**src/rtl/traffic_pkg.sv**
```systemverilog
// Shared phase codes and lamp patterns for the intersection controller.
package traffic_pkg;

  // Phase register encoding; codes 6 (when flashing is not built) and 7 are illegal.
  typedef enum logic [2:0] {
    A_GRN = 3'd0,
    A_YEL = 3'd1,
    RED1  = 3'd2,
    B_GRN = 3'd3,
    B_YEL = 3'd4,
    RED2  = 3'd5,
    FLASH = 3'd6
  } phase_e;

  // Lamp patterns, ordered {red, yellow, green}.
  localparam logic [2:0] LAMP_RED = 3'b100;
  localparam logic [2:0] LAMP_YEL = 3'b010;
  localparam logic [2:0] LAMP_GRN = 3'b001;
  localparam logic [2:0] LAMP_OFF = 3'b000;

endpackage

```
**src/rtl/traffic_phase_timer.sv**
```systemverilog
// Phase down-counter: loads a value, counts to zero and holds there; tc flags zero.
module traffic_phase_timer #(
  parameter int unsigned      CNT_W   = 8,
  parameter logic [CNT_W-1:0] RST_VAL = '0
) (
  input  logic             clk,
  input  logic             reset,
  input  logic             load,
  input  logic [CNT_W-1:0] value,
  output logic             tc
);

  logic [CNT_W-1:0] cnt_q, cnt_d;

  // Next count: load wins, otherwise decrement until zero.
  always_comb begin
    cnt_d = cnt_q;
    if (load) begin
      cnt_d = value;
    end else if (cnt_q != '0) begin
      cnt_d = cnt_q - CNT_W'(1);
    end
  end

  // Count register with synchronous reset.
  always_ff @(posedge clk) begin
    if (reset) begin
      cnt_q <= RST_VAL;
    end else begin
      cnt_q <= cnt_d;
    end
  end

  assign tc = (cnt_q == '0);

endmodule

```
**src/rtl/traffic_intersection_ctrl.sv**
```systemverilog
// Two-approach intersection controller: main road A rests in green, side road B is
// served on a latched request, with all-red clearance between greens.
// Build option NIGHT_FLASH_EN adds a night flashing phase driven by night_mode.
module traffic_intersection_ctrl
  import traffic_pkg::*;
#(
  parameter int unsigned CNT_W     = 8,
  parameter int unsigned T_GREEN_A = 20,
  parameter int unsigned T_GREEN_B = 10,
  parameter int unsigned T_YELLOW  = 4,
  parameter int unsigned T_ALL_RED = 2,
  parameter int unsigned T_FLASH   = 8
) (
  input  logic       clk,
  input  logic       reset,
  input  logic       b_req,
  input  logic       night_mode,
  output logic [2:0] light_a,
  output logic [2:0] light_b,
  output logic [2:0] phase,
  output logic       phase_change,
  output logic       b_pending
);

  // Timer load values: a phase of T cycles loads T-1 so tc lands on its last cycle.
  localparam logic [CNT_W-1:0] LD_GREEN_A = CNT_W'(T_GREEN_A - 1);
  localparam logic [CNT_W-1:0] LD_GREEN_B = CNT_W'(T_GREEN_B - 1);
  localparam logic [CNT_W-1:0] LD_YELLOW  = CNT_W'(T_YELLOW - 1);
  localparam logic [CNT_W-1:0] LD_ALL_RED = CNT_W'(T_ALL_RED - 1);
  localparam logic [CNT_W-1:0] LD_FLASH   = CNT_W'(T_FLASH - 1);

  phase_e           phase_q, phase_d;
  logic             b_pending_q, b_pending_d;
  logic             phase_change_q, phase_change_d;
  logic             flash_on_q, flash_on_d;
  logic             tmr_load;
  logic [CNT_W-1:0] tmr_value;
  logic             tmr_tc;
  logic             night;

`ifdef NIGHT_FLASH_EN
  assign night = night_mode;
`else
  // Without the flashing option the night request is ignored.
  logic unused_night_mode;
  assign night             = 1'b0;
  assign unused_night_mode = night_mode;
`endif

  traffic_phase_timer #(
    .CNT_W   (CNT_W),
    .RST_VAL (LD_ALL_RED)
  ) u_timer (
    .clk   (clk),
    .reset (reset),
    .load  (tmr_load),
    .value (tmr_value),
    .tc    (tmr_tc)
  );

  // Next phase, timer reload, request latch and change pulse.
  always_comb begin
    phase_d    = phase_q;
    tmr_load   = 1'b0;
    tmr_value  = '0;
    flash_on_d = flash_on_q;
    case (phase_q)
      A_GRN: begin
        // A rests in green at tc until there is something to serve.
        if (tmr_tc && (b_pending_q || night)) begin
          phase_d = A_YEL; tmr_load = 1'b1; tmr_value = LD_YELLOW;
        end
      end
      A_YEL: begin
        if (tmr_tc) begin
          phase_d = RED1; tmr_load = 1'b1; tmr_value = LD_ALL_RED;
        end
      end
      RED1: begin
        if (tmr_tc) begin
          tmr_load = 1'b1;
          if (night) begin
            phase_d = FLASH; tmr_value = LD_FLASH; flash_on_d = 1'b1;
          end else begin
            phase_d = B_GRN; tmr_value = LD_GREEN_B;
          end
        end
      end
      B_GRN: begin
        if (tmr_tc) begin
          phase_d = B_YEL; tmr_load = 1'b1; tmr_value = LD_YELLOW;
        end
      end
      B_YEL: begin
        if (tmr_tc) begin
          phase_d = RED2; tmr_load = 1'b1; tmr_value = LD_ALL_RED;
        end
      end
      RED2: begin
        if (tmr_tc) begin
          tmr_load = 1'b1;
          if (night) begin
            phase_d = FLASH; tmr_value = LD_FLASH; flash_on_d = 1'b1;
          end else begin
            phase_d = A_GRN; tmr_value = LD_GREEN_A;
          end
        end
      end
`ifdef NIGHT_FLASH_EN
      FLASH: begin
        if (tmr_tc) begin
          tmr_load = 1'b1;
          if (night) begin
            tmr_value = LD_FLASH; flash_on_d = ~flash_on_q;
          end else begin
            phase_d = RED2; tmr_value = LD_ALL_RED;
          end
        end
      end
`endif
      default: begin
        // Corrupted phase code: recover through all-red.
        phase_d = RED2; tmr_load = 1'b1; tmr_value = LD_ALL_RED;
      end
    endcase

    // Clearing on B_GRN entry beats a same-cycle request.
    b_pending_d = (b_pending_q || (b_req && (phase_q != B_GRN)))
                  && !((phase_q == RED1) && (phase_d == B_GRN));
    phase_change_d = (phase_d != phase_q);
  end

  // Controller state and registered status outputs.
  always_ff @(posedge clk) begin
    if (reset) begin
      phase_q        <= RED2;
      b_pending_q    <= 1'b0;
      phase_change_q <= 1'b0;
      flash_on_q     <= 1'b0;
    end else begin
      phase_q        <= phase_d;
      b_pending_q    <= b_pending_d;
      phase_change_q <= phase_change_d;
      flash_on_q     <= flash_on_d;
    end
  end

  // Lamp decode straight from the phase register; anything unknown shows red.
  always_comb begin
    light_a = LAMP_RED;
    light_b = LAMP_RED;
    case (phase_q)
      A_GRN:   light_a = LAMP_GRN;
      A_YEL:   light_a = LAMP_YEL;
      B_GRN:   light_b = LAMP_GRN;
      B_YEL:   light_b = LAMP_YEL;
      FLASH: begin
        light_a = flash_on_q ? LAMP_YEL : LAMP_OFF;
        light_b = flash_on_q ? LAMP_RED : LAMP_OFF;
      end
      default: ;
    endcase
  end

  assign phase        = phase_q;
  assign phase_change = phase_change_q;
  assign b_pending    = b_pending_q;

endmodule

```
**config.mk**
```make
export PLATFORM = sky130hd
export DESIGN_NAME = traffic_intersection_ctrl
export DESIGN_NICKNAME = d
export VERILOG_FILES = /design/src/rtl/traffic_pkg.sv /design/src/rtl/traffic_phase_timer.sv /design/src/rtl/traffic_intersection_ctrl.sv
export SDC_FILE = /design/constraint.sdc
export NUM_CORES = 1
export LEC_CHECK = 0
export CORE_MARGIN = 4
export CORE_UTILIZATION = 44
export CTS_CLUSTER_SIZE = 16
export DETAILED_ROUTE_END_ITERATION = 8
export MAX_ROUTING_LAYER = met4
export PLACE_DENSITY = 0.77
export SYNTH_ARGS = -nofsm -noshare
export SYNTH_HDL_FRONTEND = slang
export SYNTH_SLANG_ARGS = --single-unit
```
**constraint.sdc**
```tcl
create_clock -name clk -period 1.7 [get_ports clk]
set_input_delay 0.34 -clock clk [delete_from_list [all_inputs] [get_ports clk]]
set_output_delay 0.34 -clock clk [all_outputs]
set_load 0.005 [all_outputs]
```
==> impl_metrics.yaml, run 1 <==
clock_network:
  cts-root-buf: "clkbuf_4"
  cts.sinks: 13
  clk_pin_slew_worst_paths_ps: 80
  cts_tree: "built"
  htree_levels: 1
  cts_buffers: 3
  clk_latency_ps: 290
  clk_path_buf_depth: 2
drt:
  wl_per_cell_um: 16.27
  detail-route-antenna-nets: 0
  drc: 0
  wl_um: 2196
  vias: 808
  dr.pass1.iters: 4
  viasPerCell: 5.985
  first_iter_violations: 23
sta:
  tns_ps: 0
  setup_slack_ps: 58.55
  post-route-min-period_ps: 1641
  fin_crit_sh_pct: 96.56
  hold_viol_final: 0
  maxSlewViolCount: 0
  whs_ps: 527.6
  worst_slew_pin_slew_ps: 381.9
  fmax_mhz: 609.2
  skew_ps: 0.6592
  setup_violations: 0
  relSlewSlack_pct: 74.54
power:
  ir_drop_v: 0.001060
  switching_share_pct: 43.17
  clockPowerShare_pct: 9.8
  power_switching_mw: 0.8663
  p_leak_nw: 0.4620
  power_mw: 2.007
  power_density_nw_per_um2: 1837
  p_int_mw: 1.141
  p_comb_share_pct: 62.4
  seqPwrFrac_pct: 27.8
floorplan:
  die-area_um2: 2434
  initial_core_util_pct: 48.23
  fp.coreArea_um2: 1559
  die_w_um: 49.34
  ios: 15
  die_h_um: 49.34
  rows: 14
worst_setup_path:
  crit_start: "phase[0]"
  reg2reg_depth: 6
  crit_required_ps: 1900
  cp-end-kind: "flip-flop"
  startpoint_type: "flip-flop"
  critical_path_class: "flip-flop to flip-flop"
  reg2reg_slack_ps: 60
  path_max_fanout: 11
  crit_arrival_ps: 1840
  worst_r2r_startpoint: "phase[0]"
  rr_endpoint: "u_timer.cnt_q[1]"
  crit_path_end: "u_timer.cnt_q[1]"
synth:
  synth_ff_type: "dfxtp_1"
  synth_nets: 94
  synth_edf_count: 0
  syn_avg_cell_area_um2: 8.545
  synthCells: 88
  synth_seq_cells: 13
  syn_area_um2: 752.0
  ys_types: 37
  ys_async_sr_fraction_pct: 0
  yosysTopAreaCellShare_pct: 34.61
  yosysTopAreaCell: "dfxtp_1"
  synth.area.top_cells: "dfxtp_1 (35%), a21oi_1 (4.7%), nor3_1 (4.7%)"
  ys_seq_area_share_pct: 34.61
  yosys_warnings: 0
grt:
  grt_max_degree: 12
  grt_pass1_wl_um: 3698
  antenna_found_initial: 0
  grt_overflow: 0
  grt_util_all_layers_pct: 20.09
  grt_pass1_vias: 795
cells_and_area:
  syn_to_final_growth_pct: 45.26
  final_cell_area_um2: 1092
  final-instance-count-excl-fill: 135
  nets: 126
  utilization_pct: 70.06
  final_cell_mix: "buf_4 (15), nand2_1 (8), dfxtp_1 (8)"
  drive_gt1_share_pct: 34.45
  antennaDiodeCount: 0
  final_common_cell: "buf_4"
place:
  globalplace.congestion: 0.8666
  post-place-cells: 128
  portBuffers: 13
  place_ws_ps: 22.90
  post_dp_cell_area_um2: 994.7
  hpwl_um: 1509
run:
  max_cap_violations: 0
status:
  status: "finished, final reports clean"
worst_hold_path:
  min_path_type: "flip-flop to flip-flop"
power by group through the flow:
stage,sequential [mW],combinational (mW),clock (mW)
3_5_place_dp,0.547,1.09,0
6_report,0.557,1.25,0.197
2_1_floorplan,0.519,0.673,0
4_1_cts,0.534,1.13,0.205
3_3_place_gp,0.533,1.06,0
5_1_grt,0.577,1.37,0.222
repair_timing:
| item | CTS | global route |
|---|---|---|
| resized for setup | 14 | 13 |
| hold buffers | 0 | 0 |
| pin swaps | 0 | 4 |
| buffers inserted | 2 | 1 |
| cloned | 0 | 0 |
| setup endpoints to repair | 6 | 14 |
layout make-up:
cell class | count | area (µm²)
clock buffers | 4 | 26.28
repair buffers | 30 | 255.2
multi-input cells | 67 | 503.0
flip-flops and latches | 13 | 269.0
inverters | 5 | 18.77
well taps | 16 | 20.02
fillers | 123 | 466.7
worst min-delay path by stage:
stage,startpoint,endpoint,cells after the start
after floorplan,reset,phase_change,1
after global placement,u_timer.cnt_q[7],u_timer.cnt_q[7],2
after detailed placement,u_timer.cnt_q[7],u_timer.cnt_q[7],2
after CTS,u_timer.cnt_q[7],u_timer.cnt_q[7],2
after global routing,u_timer.cnt_q[7],u_timer.cnt_q[7],2
final,u_timer.cnt_q[7],u_timer.cnt_q[7],2
flip-flops by register name, indices dropped and copies added, names as in the netlist:
| signal | flops |
|---|---|
| b_pending | 1 |
| phase | 3 |
| phase_change | 1 |
| u_timer.cnt_q | 8 |
worst max-delay path, stage by stage, from the launching register on:
cell,delay (ps)
dfxtp_2,330
buf_6,110
buf_4,170
or4_4,540
nand3_4,100
nand2_2,100
o31ai_2,210
Yosys cell counts, types with 2 or more instances:
cell type	count
a21oi_1	7
clkbuf_1	2
dfxtp_1	13
ha_1	2
inv_1	5
nand2_1	8
nand3_1	6
nand3b_1	3
nor2_1	3
nor3_1	7
nor3b_1	3
or4_4	2
xor2_1	3
layer usage:
metal	up-vias	share of wire (%)	track usage, %
met5	-	0	-
met4	0	1.9	7.109
met3	9	5.1	5.810
met2	23	50	32.14
met1	385	43	23.80
li1	391	-	-
kinds of logic after synthesis:
| kind of cell | synth area share, % |
|---|---|
| flops | 34.61 |
| simple gates | 36.44 |
| mux | 2.829 |
| fa+ha+maj | 3.327 |
| buf+inv | 4.160 |
| xor+xnor | 4.660 |
| compound gates | 13.98 |
(Power assumes the default switching activity.)
==> inputs of run 2 (changes only) <==
--- a/config.mk
+++ b/config.mk
@@ -14,3 +14,4 @@
 export SYNTH_ARGS = -nofsm -noshare
 export SYNTH_HDL_FRONTEND = slang
 export SYNTH_SLANG_ARGS = --single-unit
+export TNS_END_PERCENT = 5
==> constraint.sdc (replaced) <==
create_clock -name clk -period 1.35 [get_ports clk]
set_input_delay 0.27 -clock clk [delete_from_list [all_inputs] [get_ports clk]]
set_output_delay 0.27 -clock clk [all_outputs]
set_load 0.005 [all_outputs]
==> impl_metrics.yaml, run 2 (same netlist as run 1, synthesis figures left out) <==
cells_and_area:
  antennaDiodeCount: 0
  seq_area_um2: 277.8
  nets: 146
  syn_to_final_growth_pct: 77.04
  final-instance-count-excl-fill: 155
  top_register: "u_timer.cnt_q"
  nFillCells: 79
  final_cell_area_um2: 1331
  largest_reg_flops: 8
  multi_input_area_um2: 590.6
  final_common_cell: "buf_4"
  drive_gt1_share_pct: 60.43
  final_cell_mix: "buf_4 (32), nand2_1 (6), buf_6 (6)"
place:
  post_dp_cell_area_um2: 1166
  globalplace.congestion: 0.8316
  hpwl_um: 1774
  portBuffers: 13
  post-place-cells: 147
clock_network:
  clk_path_buf_depth: 2
  htree_levels: 1
  cts.sinks: 13
  cts_buffers: 3
  cts_tree: "built"
  cts-root-buf: "clkbuf_4"
  clk_pin_slew_worst_paths_ps: 80
  clk_latency_ps: 280
power:
  p_comb_share_pct: 70.5
  power_switching_mw: 1.399
  power_density_nw_per_um2: 2428
  seqPwrFrac_pct: 22.0
  ir_drop_v: 0.001813
  switching_share_pct: 43.29
  p_int_mw: 1.833
  p_leak_nw: 0.5971
  clockPowerShare_pct: 7.5
drt:
  wl_per_cell_um: 19.32
  wl_um: 2994
  detail-route-antenna-nets: 0
  viasPerCell: 6.271
  drc: 0
  dr.pass1.iters: 4
  vias: 972
  first_iter_violations: 33
grt:
  antenna_found_initial: 0
  grt_pass1_vias: 920
  grt_max_degree: 9
  grt_pass1_wl_um: 4443
  grt_util_all_layers_pct: 24.43
  grt_overflow: 0
worst_setup_path:
  reg2reg_slack_ps: -270
  cp-end-kind: "flip-flop"
  rr_endpoint: "u_timer.cnt_q[7]"
  path_max_fanout: 6
  startpoint_type: "flip-flop"
  crit_start: "u_timer.cnt_q[1]"
  crit_path_end: "u_timer.cnt_q[7]"
  crit_arrival_ps: 1780
  worst_r2r_startpoint: "u_timer.cnt_q[1]"
  crit_required_ps: 1500
  critical_path_class: "flip-flop to flip-flop"
  reg2reg_depth: 6
sta:
  setup_slack_ps: -274.5
  tns_ps: -2065
  rsz0062_at_grt: "yes"
  setup_violations: 19
  maxSlewViolCount: 0
  hold_viol_final: 0
  skew_ps: 8.951
  fin_crit_sh_pct: 120.3
  worst_slew_pin_slew_ps: 445.7
  relSlewSlack_pct: 69.90
  fmax_mhz: 615.6
  post-route-min-period_ps: 1624
floorplan:
  ios: 15
  die-area_um2: 2434
  fp.coreArea_um2: 1559
  die_h_um: 49.34
  rows: 14
  initial_core_util_pct: 48.23
  die_w_um: 49.34
worst_hold_path:
  hp-start: "b_pending"
  min_path_type: "flip-flop to flip-flop"
status:
  status: "complete, but fails checks"
  violations: "setup timing"
run:
  max_cap_violations: 0
[run 2: cell count changes in the layout (fill, tap and decap cells not counted), moves of 2 or more]
| cell | delta |
|---|---|
| a21oi_2 | +3 |
| inv_2 | +4 |
| inv_1 | -4 |
| buf_4 | +17 |
| dfxtp_4 | +2 |
| dfxtp_1 | -3 |
| buf_2 | +5 |
| clkdlybuf4s50_1 | -4 |
| nand2_1 | -2 |
| buf_6 | +4 |
| a21oi_1 | -3 |
[run 2: worst min path at each step]
| stage | to | slack [ps] | depth (start not counted) |
|---|---|---|---|
| after global routing | phase[0] | 600 | 2 |
| after detailed placement | u_timer.cnt_q[7] | 540 | 2 |
| final | phase[0] | 570 | 2 |
| after CTS | u_timer.cnt_q[7] | 550 | 2 |
| after floorplan | phase_change | 340 | 1 |
| after global placement | u_timer.cnt_q[7] | 510 | 2 |
[run 2: what timing repair did]
action	4_1_cts	5_1_grt
setup endpoints to repair	24	20
pin swaps	12	7
setup buffers	2	2
resized for setup	54	13
hold buffers	0	0
[run 2: routing by layer]
layer	routed length, µm	vias up	GRT usage, %
li1	-	430	-
met1	1107	467	27.17
met2	1491	55	43.75
met3	208	20	5.505
met4	187	0	5.687
met5	0	-	-
[run 2: power by group through the flow]
stage | Combinational, mW | Clock, mW | Sequential (mW)
final | 2.28 | 0.241 | 0.712
after global routing | 2.41 | 0.264 | 0.729
after CTS | 1.97 | 0.243 | 0.704
after detailed placement | 1.80 | 0 | 0.681
after global placement | 1.74 | 0 | 0.663
after floorplan | 0.900 | 0 | 0.678
[run 2: stage by stage]
| step | setup slack, ps | hold slack (ps) | power, mW | utilization [%] |
|---|---|---|---|---|
| final | -274.5 | 565.5 | 3.232 | 85.39 |
| after global routing | -364.9 | 596.9 | 3.399 | 85.39 |
| after CTS | -165.5 | 547.9 | 2.917 | 81.46 |
| after detailed placement | -278.3 | 538.0 | 2.482 | 74.80 |
| after global placement | -183.4 | 508.4 | 2.401 | 74.80 |
| after floorplan | -68.05 | 339.1 | 1.578 | - |
[run 2: final cells by class]
| type | instances | share of cell area, % |
|---|---|---|
| tap | 16 | 1.504 |
| multi-input combinational | 67 | 44.36 |
| timing repair buffer | 50 | 29.89 |
| clock buffer | 4 | 1.974 |
| sequential | 13 | 20.86 |
| inverter | 5 | 1.410 |
[run 2: worst max-delay path, cell delays in order, from the launching register on]
cell     delay (ps)
dfxtp_2         340
inv_2            50
ha_4            150
or3b_4          280
nor2_4           80
o41ai_1         450
a21oi_1         160
==> inputs of run 3 (changes only) <==
--- a/config.mk
+++ b/config.mk
@@ -10,7 +10,7 @@
 export CTS_CLUSTER_SIZE = 16
 export DETAILED_ROUTE_END_ITERATION = 8
 export MAX_ROUTING_LAYER = met4
-export PLACE_DENSITY = 0.77
+export PLACE_DENSITY_LB_ADDON = 0.12
 export SYNTH_ARGS = -nofsm -noshare
 export SYNTH_HDL_FRONTEND = slang
 export SYNTH_SLANG_ARGS = --single-unit
==> impl_metrics.yaml, run 3 (same netlist as run 1, synthesis figures left out) <==
sta:
  post-route-min-period_ps: 1547
  fmax_mhz: 646.3
  relSlewSlack_pct: 78.42
  fin_crit_sh_pct: 114.6
  whs_ps: 575.8
  setup_violations: 18
  maxSlewViolCount: 0
  hold_viol_final: 0
  setup_slack_ps: -197.3
  rsz0062_at_grt: "yes"
  skew_ps: 11.13
  worst_slew_pin_slew_ps: 323.8
worst_setup_path:
  path_max_fanout: 7
  cp-end-kind: "flip-flop"
  crit_arrival_ps: 1740
  crit_required_ps: 1540
  startpoint_type: "flip-flop"
  critical_path_class: "flip-flop to flip-flop"
status:
  violations: "setup timing"
  status: "complete, but fails checks"
floorplan:
  die-area_um2: 2434
  ios: 15
  die_w_um: 49.34
  rows: 14
  die_h_um: 49.34
  initial_core_util_pct: 48.23
  fp.coreArea_um2: 1559
cells_and_area:
  nets: 139
  final-instance-count-excl-fill: 148
  antennaDiodeCount: 0
  largest_reg_flops: 8
  syn_to_final_growth_pct: 66.39
  top_register: "u_timer.cnt_q"
  final_common_cell: "buf_4"
  nFillCells: 99
  final_cell_area_um2: 1251
  final_cell_mix: "buf_4 (25), nand2_1 (7), dfxtp_2 (7), nand3_1 (6)"
  drive_gt1_share_pct: 58.33
drt:
  first_iter_violations: 46
  drc: 0
  vias: 875
  wl_per_cell_um: 17.44
  detail-route-antenna-nets: 0
  dr.pass1.iters: 4
  wl_um: 2581
  viasPerCell: 5.912
clock_network:
  cts_buffers: 3
  clk_latency_ps: 280
  clk_path_buf_depth: 2
  cts_tree: "built"
  cts-root-buf: "clkbuf_4"
  cts.sinks: 13
  htree_levels: 1
  holdBufCountCts: 0
  clk_pin_slew_worst_paths_ps: 80
place:
  post-place-cells: 142
  globalplace.congestion: 0.8278
  post_dp_cell_area_um2: 1129
  hpwl_um: 1515
  portBuffers: 13
power:
  ir_drop_v: 0.001488
  p_int_mw: 1.689
  power_mw: 2.953
  power_switching_mw: 1.263
  clockPowerShare_pct: 8.1
  switching_share_pct: 42.78
  p_comb_share_pct: 68.0
  power_density_nw_per_um2: 2360
  p_leak_nw: 0.5356
  seqPwrFrac_pct: 23.9
grt:
  grt_pass1_vias: 802
  grt_overflow: 0
  grt_pass1_wl_um: 3732
  grt_max_degree: 9
  grt_util_all_layers_pct: 20.07
  antenna_found_initial: 0
run:
  max_cap_violations: 0
worst_hold_path:
  min_path_type: "flip-flop to flip-flop"
[run 3: power groups by stage]
stage / Clock (mW) / Sequential [mW] / Combinational (mW)
6_report: 0.239 / 0.707 / 2.01
5_1_grt: 0.258 / 0.720 / 2.16
4_1_cts: 0.245 / 0.679 / 1.73
3_5_place_dp: 0 / 0.675 / 1.73
3_3_place_gp: 0 / 0.667 / 1.71
2_1_floorplan: 0 / 0.678 / 0.900
[run 3: timing repair]
item                                    4_1_cts  5_1_grt
setup buffers                                 2        0
gates resized for setup                      41       20
pin swaps                                     4        5
gates cloned                                  0        0
endpoints found under the setup margin       23       21
[run 3: area by class of cell]
type | instances | area [µm²] | share of cell area (%)
inverter | 5 | 18.77 | 1.500
multi-input combinational | 67 | 556.8 | 44.50
clock buffer | 4 | 26.28 | 2.100
timing repair buffer | 43 | 349.1 | 27.90
sequential | 13 | 280.3 | 22.40
tap | 16 | 20.02 | 1.600
[run 3: worst paths after layout]
check / from / end / slack (ps) / cells past startpoint
worst min-delay path: u_timer.cnt_q[7] / u_timer.cnt_q[7] / 580 / 2
worst max register to register: phase[0] / u_timer.cnt_q[1] / -200 / 5
worst max-delay path: phase[0] / u_timer.cnt_q[1] / -200 / 5
worst min register to register: u_timer.cnt_q[7] / u_timer.cnt_q[7] / 580 / 2
[run 3: metrics by stage]
step                      setup WS [ps]  setup TNS (ps)  utilization (%)
after global placement           -220.6           -2019            72.39
after floorplan                  -68.05          -223.9                -
after CTS                        -210.6           -1787            76.48
after detailed placement         -265.4           -2451            72.39
after global routing             -229.5           -2746            80.26
final                            -197.3           -1627            80.26
[run 3: metal layers]
layer	GRT usage [%]	vias to the layer above	share of wire (%)
met5	-	-	0
met4	3.318	0	0.81
met3	5.810	6	4.4
met2	32.37	25	53
met1	25.05	433	42
li1	-	411	-
[run 3: worst max-delay path, cell delays in order (launching register included)]
cell     delay, ps
dfxtp_2        340
buf_4          170
or4b_2         640
nand3_1        140
a32oi_1        100
o31ai_4         80
